## config.mk

```make
export PLATFORM = sky130hd
export DESIGN_NAME = pc_sequencer
export DESIGN_NICKNAME = d
export VERILOG_FILES = /design/src/rtl/pc_seq_pkg.sv /design/src/rtl/branch_target_calc.sv /design/src/rtl/pc_sequencer.sv
export SDC_FILE = /design/constraint.sdc
export NUM_CORES = 1
export LEC_CHECK = 0
export BUFFER_PORTS_ARGS = -buffer_cell sky130_fd_sc_hd__buf_2
export CAP_MARGIN = 20
export CORE_MARGIN = 4
export CORE_UTILIZATION = 37
export DETAILED_ROUTE_END_ITERATION = 16
export SLEW_MARGIN = 15
export SYNTH_ARGS = -nofsm -noshare
export SYNTH_HDL_FRONTEND = slang
export SYNTH_SLANG_ARGS = --single-unit
```

## constraint.sdc

```tcl
create_clock -name clk -period 3.1 [get_ports clk]
set_clock_uncertainty 0.2 [all_clocks]
set_input_delay 0.155 -clock clk [delete_from_list [all_inputs] [get_ports clk]]
set_output_delay 0.155 -clock clk [all_outputs]
set_load 0.01 [all_outputs]
```

## src/rtl/pc_seq_pkg.sv

```systemverilog
// Shared encodings and constants for the program-counter sequencer.
// The FSM state values are visible on state_o, so their encodings must not change.
package pc_seq_pkg;

    typedef enum logic [1:0] {
        S_FETCH   = 2'd0,
        S_DECODE  = 2'd1,
        S_RESOLVE = 2'd2,
        S_EXECUTE = 2'd3
    } state_t;

    localparam int PC_INCR      = 4;
    localparam int OFFSET_SHIFT = 2;

endpackage

```

## src/rtl/branch_target_calc.sv

```systemverilog
// Branch target adder: sign-extends a word offset, scales it to bytes and adds it to PC+4.
// Purely combinational; the result wraps modulo 2^word_size.
module branch_target_calc
    import pc_seq_pkg::*;
#(
    parameter int word_size = 32,
    parameter int OFFSET_W  = 16
) (
    input  logic [word_size-1:0] i_base,
    input  logic [OFFSET_W-1:0]  i_offset,
    output logic [word_size-1:0] o_target
);

    logic [word_size-1:0] w_offset_sext;
    logic [word_size-1:0] w_offset_bytes;

    assign w_offset_sext  = {{(word_size-OFFSET_W){i_offset[OFFSET_W-1]}}, i_offset};
    assign w_offset_bytes = w_offset_sext << OFFSET_SHIFT;
    assign o_target       = i_base + w_offset_bytes;

endmodule

```

## src/rtl/pc_sequencer.sv

```systemverilog
// Program counter owner for the multicycle CPU: fetch handshake, branch resolve, PC update.
// Optional branch statistics counters are built when BRANCH_STATS_EN is defined.
//
//   state     | meaning
//   ----------+-----------------------------------------------------------
//   S_FETCH   | fetch_req high, waiting for fetch_ack; pc stable
//   S_DECODE  | one cycle; branch target computed and registered
//   S_RESOLVE | one cycle; branch_eval high, pc <= target or pc+4
//   S_EXECUTE | waiting for instr_done, then pc <= pc+4
module pc_sequencer
    import pc_seq_pkg::*;
#(
    parameter int                   word_size = 32,
    parameter logic [word_size-1:0] RESET_PC  = '0,
    parameter int                   OFFSET_W  = 16
) (
    input  logic                 clk,
    input  logic                 reset,
    output logic                 fetch_req,
    input  logic                 fetch_ack,
    input  logic [OFFSET_W-1:0]  offset_in,
    input  logic                 is_branch,
    input  logic                 instr_done,
    output logic                 branch_eval,
    input  logic                 branch_taken,
    output logic [word_size-1:0] pc,
    output logic                 redirect,
    output logic [1:0]           state_o
`ifdef BRANCH_STATS_EN
   ,output logic [31:0]          br_count,
    output logic [31:0]          br_taken_count
`endif
);

    localparam logic [word_size-1:0] INCR = word_size'(PC_INCR);

    state_t                r_state;
    state_t                w_state_nxt;
    logic                  r_fetch_req;
    logic [word_size-1:0]  r_pc;
    logic [word_size-1:0]  r_pc_plus4;
    logic [word_size-1:0]  r_target;
    logic [OFFSET_W-1:0]   r_off_q;
    logic                  r_redirect;
    logic                  w_fetch_accept;
    logic                  w_branch_eval;
    logic [word_size-1:0]  w_target;

    // An ack only counts while our own request is up; stray or late acks are dropped.
    assign w_fetch_accept = (r_state == S_FETCH) && r_fetch_req && fetch_ack;

    branch_target_calc #(
        .word_size (word_size),
        .OFFSET_W  (OFFSET_W)
    ) u_target_calc (
        .i_base   (r_pc_plus4),
        .i_offset (r_off_q),
        .o_target (w_target)
    );

    always_comb begin
        w_state_nxt   = r_state;
        w_branch_eval = 1'b0;
        case (r_state)
            S_FETCH: begin
                if (w_fetch_accept) begin
                    w_state_nxt = S_DECODE;
                end
            end
            S_DECODE: begin
                if (is_branch) begin
                    w_state_nxt = S_RESOLVE;
                end else begin
                    w_state_nxt = S_EXECUTE;
                end
            end
            S_RESOLVE: begin
                w_branch_eval = 1'b1;
                w_state_nxt   = S_FETCH;
            end
            S_EXECUTE: begin
                if (instr_done) begin
                    w_state_nxt = S_FETCH;
                end
            end
            default: begin
                w_state_nxt = S_FETCH;
            end
        endcase
    end

    // is_branch / branch_taken / instr_done are only looked at inside their own state,
    // so an X on them elsewhere never reaches a register.
    always_ff @(posedge clk) begin
        if (reset) begin
            r_state     <= S_FETCH;
            r_fetch_req <= 1'b0;
            r_pc        <= RESET_PC;
            r_pc_plus4  <= '0;
            r_target    <= '0;
            r_off_q     <= '0;
            r_redirect  <= 1'b0;
        end else begin
            r_state     <= w_state_nxt;
            r_fetch_req <= (w_state_nxt == S_FETCH);
            r_redirect  <= 1'b0;
            if (w_fetch_accept) begin
                r_pc_plus4 <= r_pc + INCR;
                r_off_q    <= offset_in;
            end
            if (r_state == S_DECODE) begin
                r_target <= w_target;
            end
            if (r_state == S_RESOLVE) begin
                if (branch_taken) begin
                    r_pc       <= r_target;
                    r_redirect <= 1'b1;
                end else begin
                    r_pc <= r_pc_plus4;
                end
            end
            if ((r_state == S_EXECUTE) && instr_done) begin
                r_pc <= r_pc_plus4;
            end
        end
    end

`ifdef BRANCH_STATS_EN
    logic [31:0] r_br_count;
    logic [31:0] r_br_taken_count;

    always_ff @(posedge clk) begin
        if (reset) begin
            r_br_count       <= '0;
            r_br_taken_count <= '0;
        end else if (r_state == S_RESOLVE) begin
            r_br_count <= r_br_count + 32'd1;
            if (branch_taken) begin
                r_br_taken_count <= r_br_taken_count + 32'd1;
            end
        end
    end

    assign br_count       = r_br_count;
    assign br_taken_count = r_br_taken_count;
`endif

    assign fetch_req   = r_fetch_req;
    assign branch_eval = w_branch_eval;
    assign pc          = r_pc;
    assign redirect    = r_redirect;
    assign state_o     = r_state;

endmodule

```

==> summary.txt, run 1 <==
Placed design
  – Worst slack, placed: 0.342 ns
  – Cell count after placement: approximately 1,000
  – HPWL Detailed: 12,400 um
  – GPL Wtd Cong: 0.846
  – PortBufs: 58

Floorplan
  – Die area: a little under 0.02 mm2
  – Core ar.: 0.0168 mm2
  – # rows: 47
  – Initial Util: 0.383
  – I/O pins: 59
  – Die Width: 140 um
  – Die height: 140 um

Cells and area
  – Most frequent cells in the layout: dfxtp_1, nand2_1, nor2_1
  – Layout cells sized above 1: 0.143
  – Layout overhead on the synthesized area: 21.1%
  – Commonest non-fill, non-tap cell in the layout: dfxtp_1
  – Number of antenna repair diodes: 0
  – Filler instances: ~1,700
  – Util after Layout: 0.463
  – Fin cells: between 1,000 and 1,500
  – Nets: between 900 and 1,000

Clock network
  – Clock latency on the worst-skew pair: roughly 0.41 ns
  – CTS Buffer Depth: 2
  – CTS clk-pin slew, worst paths: 0.06 ns
  – CTS sink count: ~120
  – Root buf cell: clkbuf_16
  – Num CTS Buffers: 17
  – CTS H-tree depth: 4
  – CTS tree: done
  – Post-CTS setup buffers: 0

Critical path
  – Critical-path maximum fanout: 10
  – Slowest CP cell: dfxtp_1
  – FF-to-FF End: r_target[30]
  – Crit Reg-Reg Startpoint: r_off_q[15]
  – WP data required: 3.24 ns
  – Crit-path most repeated cell: a21oi_1
  – Worst R2R Setup Slack: between 0.3 and 0.4 ns
  – CP Launch Point: r_off_q[15]
  – Crit. End Element: register
  – CP peak stage delay: 0.55 ns
  – CP Launch Type: register
  – Worst path arrival time: 2.92 ns
  – Setup CP Type: reg -> reg
  – CP cell instances: ha_1, and2_1, a211oi_1, o21a_1, and3_1, a21oi_1, or4b_1, a21oi_1
  – Worst R2R Path Depth: 8

Timing
  – Worst-Margin Slew: 0.691 ns
  – RSZ-0062 raised after global routing: no
  – Final setup violation count: 0
  – Final Max Slew Viols: 0
  – TNS Setup: 0 ns
  – Final Hold Viols: 0
  – Final WS setup: 0.324 ns
  – Post-layout min period: approximately 2.8 ns
  – Max Clk Rate: 360 MHz
  – Period Utilization, post-route: 0.895
  – Slew HR: 0.538

Global routing
  – Largest net degree at the start of global routing: 55
  – Vias in the first global route: 5,612
  – GRT overflow: 0
  – Gr usage total: 0.182
  – Initial antenna violation count: 0
  – First-pass GRT wire length: 29,000 um

Synth
  – Async set-reset flop share out of synthesis: 0
  – Mean Syn Cell Area: about 8.1 um2
  – Synthesized area: 0.00641 mm2
  – Flops & latches, synth: 116
  – Main flop type after synthesis: dfxtp_1
  – Yosys cell types: 56
  – Post-synthesis sequential area ratio: 0.362
  – Post-Synthesis Cells: 791
  – Synthesized net count: 844
  – Number of synthesized flops with an enable pin: 0
  – Synth warnings: 0

Pwr
  – Power density over the cells: 536 mW/mm2
  – Peak supply drop: 479 uV
  – Pleak: between 3 and 4 nW
  – Overall Power: 4.16 mW

Drt
  – Via density: approximately 5.3
  – Iteration-0 DRC Markers: ~360
  – Number of remaining DRC errors: 0
  – WL/cell: 16.0 um
  – DR vias: 5,770
  – TritonRoute pass-1 iters: 5
  – Antenna Nets Post-Route: 0
  – Post-Route WL: 17,400 um

Run status
  – Status: completed

Min path
  – Worst Hold End: r_pc_plus4[0]
  – Worst hold path stage count: 5
  – Worst hold start: fetch_ack
  – Worst hold path class: in -> reg

Flow run
  – Max Cap Violations: 0
-- routing by layer --
layer	track usage	up-vias	share of wire
li1	-	2980	-
met2	0.305	103	0.49
met1	0.239	2672	0.47
met5	0	-	0
met3	0.0398	15	0.033
met4	0.0464	0	0.011
-- how the worst max path moves through the flow --
stage | end | cells after the start
2_1_floorplan | r_target[30] | 9
3_3_place_gp | r_target[30] | 8
3_5_place_dp | r_target[30] | 8
4_1_cts | r_target[30] | 8
5_1_grt | r_target[28] | 10
6_report | r_target[30] | 8
-- state kept, by name (all words and copies together) (netlist names) --
register and flops:
pc 32, r_pc_plus4 32, r_target 32, r_off_q 16, state_o 2, fetch_req 1, redirect 1
-- critical path, delay by kind of cell (launching register included) --
| family | cells | cell delay (ns) |
|---|---|---|
| AOI/OAI and AO/OA | 4 | 0.65 |
| adders and majority gates | 1 | 0.37 |
| DFF | 1 | 0.55 |
| and+or+nand+nor | 3 | 0.94 |
-- where the power goes --
part           total (mW)  switching (mW)  leakage (nW)  internal, mW
combinational       0.521           0.313          1.85         0.208
sequential           1.64          0.0715         0.943          1.57
clock                2.00           0.716         0.279          1.28
-- kinds of logic after synthesis --
kind of cell	count (synthesis)	share of synthesized area
buffers and inverters	62	0.0380
muxes	35	0.0546
AOI/OAI and AO/OA	212	0.217
and+or+nand+nor	292	0.208
DFF	116	0.362
xor gates and xnor gates	43	0.0587
adders and majority gates	31	0.0616
-- what timing repair did --
action / 4_1_cts / 5_1_grt
resized for setup: 0 / 0
hold endpoints to repair: 23 / 0
hold buffers: 21 / 0
-- area by class of cell --
| class | count | area, um2 | area share |
|---|---|---|---|
| inverter | 12 | 45.0 | 0.00580 |
| multi-input combinational | 613 | 3870 | 0.498 |
| clock buffer | 20 | 447 | 0.0575 |
| tap | 220 | 275 | 0.0354 |
| sequential | 116 | 2320 | 0.299 |
| clock inverter | 12 | 155 | 0.0200 |
| timing repair buffer | 96 | 656 | 0.0844 |
-- cells in the mapped netlist (all sizes together) (12+ instances only) --
cell    instances  area share
clkbuf         40       0.023
xnor2          17       0.023
o21ai          23       0.018
nor3           12       0.010
inv            12      0.0070
ha             30       0.059
nand4          15       0.017
a211oi         59       0.069
nand2         105       0.061
mux2i          35       0.055
dfxtp         116        0.36
xor2           26       0.035
a21o           13       0.015
a21oi          72       0.057
nor2           91       0.053
nand3          27       0.023
-- per-stage QoR --
step,hold slack [ns],cell area (um2)
2_1_floorplan,0.0910,6410
3_3_place_gp,0.196,6950
3_5_place_dp,0.202,6950
4_1_cts,0.123,7770
5_1_grt,0.157,7770
6_report,0.133,7770
Power figures use the tool's default switching activity.
==> run 2: changes to the inputs <==
--- a/config.mk
+++ b/config.mk
@@ -10,6 +10,8 @@
 export CORE_MARGIN = 4
 export CORE_UTILIZATION = 37
 export DETAILED_ROUTE_END_ITERATION = 16
+export MAX_ROUTING_LAYER = met4
+export PLACE_DENSITY = 0.6
 export SLEW_MARGIN = 15
 export SYNTH_ARGS = -nofsm -noshare
 export SYNTH_HDL_FRONTEND = slang
==> run 2 against run 1 <==
Effect of this change:
- critical path depth is the same
- flip-flop and latch count did not move
- sequential power is essentially flat
- routed wire length grew 1.1%
- maximum frequency barely moved
- utilization grew 0.082 points
- cell count is essentially flat
- count of clock-buffer cells in the layout unchanged
==> summary.txt, run 2 (same netlist as run 1, synthesis figures left out) <==
Drt
  – Antenna Nets Post-Route: 0 (unchanged)
  – DR vias: 5,834 (+1.1%)
  – Iteration-0 DRC Markers: 371 (+4.5%)
  – Post-Route WL: 17,600 um (+1.1%)
  – Via density: 5.36 (+1.2%)
  – WL/cell: 16.2 um (+1.1%)
  – Number of remaining DRC errors: 0 (unchanged)
  – TritonRoute pass-1 iters: 4 (-1)

Placed design
  – Cell count after placement: 1,035 (-0.097%)
  – PortBufs: 58 (unchanged)
  – GPL Wtd Cong: 0.863 (+2.0%)
  – HPWL Detailed: 12,300 um (-1.0%)
  – Cell area after placement: 0.00696 mm2 (about the same)

Flow run
  – Max Cap Violations: 0 (unchanged)

Critical path
  – Slowest CP cell: dfxtp_1
  – Worst R2R Path Depth: 8 (unchanged)
  – Worst R2R Setup Slack: 0.33 ns (about the same)
  – CP Launch Point: r_off_q[15]
  – CP peak stage delay: 0.56 ns (about the same)
  – Crit. End Element: register
  – FF-to-FF End: r_target[30]
  – Critical Path End: r_target[30]
  – Crit-path most repeated cell: a21oi_1
  – Worst path arrival time: 2.92 ns (about the same)
  – Crit Reg-Reg Startpoint: r_off_q[15]
  – Critical-path maximum fanout: 10 (unchanged)
  – CP cell instances: ha_1, a21o_1, a211oi_1, o21a_1, and3_1, a21oi_1, or4b_1, a21oi_1
  – CP Launch Type: register
  – Setup CP Type: reg -> reg
  – WP data required: 3.25 ns (about the same)

Timing
  – Final Max Slew Viols: 0 (unchanged)
  – Post-layout min period: 2.77 ns (-0.00110 ns)
  – Period Utilization, post-route: 0.895 (about the same)
  – Final Hold Viols: 0 (unchanged)
  – Worst-Margin Slew: 0.713 ns (+0.0216 ns)
  – Slew HR: 0.524 (-0.0144)
  – Final setup violation count: 0 (unchanged)
  – Final hold slack: 0.104 ns (-0.0291 ns)
  – RSZ-0062 raised after global routing: no
  – TNS Setup: 0 ns (unchanged)
  – Max Clk Rate: 360 MHz (about the same)

Floorplan
  – Core ar.: 0.0168 mm2 (unchanged)
  – Initial Util: 0.383 (unchanged)
  – Die height: 140 um (unchanged)
  – # rows: 47 (unchanged)
  – Die Width: 140 um (unchanged)
  – I/O pins: 59 (unchanged)
  – Die area: 0.0195 mm2 (unchanged)

Cells and area
  – Layout overhead on the synthesized area: 21.3%
  – Number of antenna repair diodes: 0 (unchanged)
  – Layout cells sized above 1: 0.143 (+0.000164)
  – Design area: 0.00778 mm2 (+0.18%)
  – Fin cells: 1,088 (-0.092%)
  – Nets: 908 (-0.11%)
  – Most frequent cells in the layout: dfxtp_1, nand2_1, nor2_1
  – Largest regs: pc (32), r_pc_plus4 (32), r_target (32)
  – Commonest non-fill, non-tap cell in the layout: dfxtp_1
  – Filler instances: 1,685 (+1.0%)

Pwr
  – Pleak: 3.09 nW (+0.44%)
  – Peak supply drop: 350 uV (-27%)
  – Power density over the cells: 541 mW/mm2 (+0.97%)
  – Overall Power: 4.21 mW (+1.1%)

Clock network
  – CTS tree: done
  – CTS sink count: 116 (unchanged)
  – Num CTS Buffers: 17 (unchanged)
  – Post-CTS setup buffers: 0 (unchanged)
  – Clock latency on the worst-skew pair: 0.43 ns (+0.02 ns)
  – Root buf cell: clkbuf_16
  – CTS clk-pin slew, worst paths: 0.06 ns (about the same)
  – CTS Buffer Depth: 2 (unchanged)
  – CTS H-tree depth: 4 (unchanged)

Global routing
  – Grt met3 use: 0.0340 (-0.00583)
  – GRT overflow: 0 (unchanged)
  – Largest net degree at the start of global routing: 61 (+11%)
  – Grt peak-use layer: met2
  – Vias in the first global route: 5,640 (+0.50%)
  – Met2 Use GR: 0.303 (-0.00204)
  – First-pass GRT wire length: 29,400 um (+1.3%)
  – Gr usage total: 0.191 (+0.00869)
  – GR Util met1: 0.246 (+0.00692)
  – Initial antenna violation count: 0 (unchanged)

Run status
  – Status: completed

Min path
  – Worst hold path class: in -> reg
==> run 2: cell types whose count changed in the layout (fill, tap and decap cells not counted), sizes merged <==
cell	delta
clkinv	+2
buf	-1
clkinvlp	-2
==> run 2: power by group <==
| part | internal [mW] | switching, mW | leakage (nW) |
|---|---|---|---|
| Sequential | 1.57 | 0.0712 | 0.943 |
| Combinational | 0.209 | 0.313 | 1.85 |
| Clock | 1.30 | 0.742 | 0.292 |
| Total | 3.08 | 1.13 | 3.09 |
==> run 2: worst min-delay path by stage <==
stage / startpoint / end / slack (ns) / depth (start not counted)
6_report: fetch_ack / state_o[0] / 0.10 / 4
5_1_grt: fetch_ack / state_o[0] / 0.15 / 4
4_1_cts: fetch_ack / state_o[0] / 0.1 / 4
3_5_place_dp: reset / r_target[30] / 0.20 / 2
3_3_place_gp: offset_in[1] / r_off_q[1] / 0.20 / 3
2_1_floorplan: offset_in[0] / r_off_q[0] / 0.09 / 2
==> run 2: final cells by class <==
class / instances / area [um2] / share of cell area
Clock buffer: 20 / 457 / 0.0587
Clock inverter: 12 / 154 / 0.0198
Inverter: 12 / 45.0 / 0.00579
Multi-Input combinational cell: 613 / 3870 / 0.497
Sequential cell: 116 / 2320 / 0.298
Tap cell: 220 / 275 / 0.0354
Timing Repair Buffer: 95 / 661 / 0.0849
==> run 2: repair_timing <==
action | CTS | global route
hold buffers | 21 | 0
hold endpoints to repair | 23 | 0
setup endpoints to repair | 0 | 0
resized for setup | 0 | 0
==> run 2: metal layers <==
metal / wire [um] / share of wire
met1: 8250 / 0.47
met2: 8440 / 0.48
met5: 0 / 0
met4: 330 / 0.019
met3: 583 / 0.033
==> run 2: metrics by stage <==
stage / util / worst slack [ns]
floorplan: - / 0.462
global placement: 0.415 / 0.389
detailed placement: 0.415 / 0.388
CTS: 0.464 / 0.327
global route: 0.464 / 0.141
finish: 0.464 / 0.325
==> run 2: worst max-delay path: cells and delay by family, from the launching register on <==
kind / cells / cell delay, ns
flops: 1 / 0.56
simple gates: 2 / 0.68
fa+ha+maj: 1 / 0.37
compound gates: 5 / 0.88
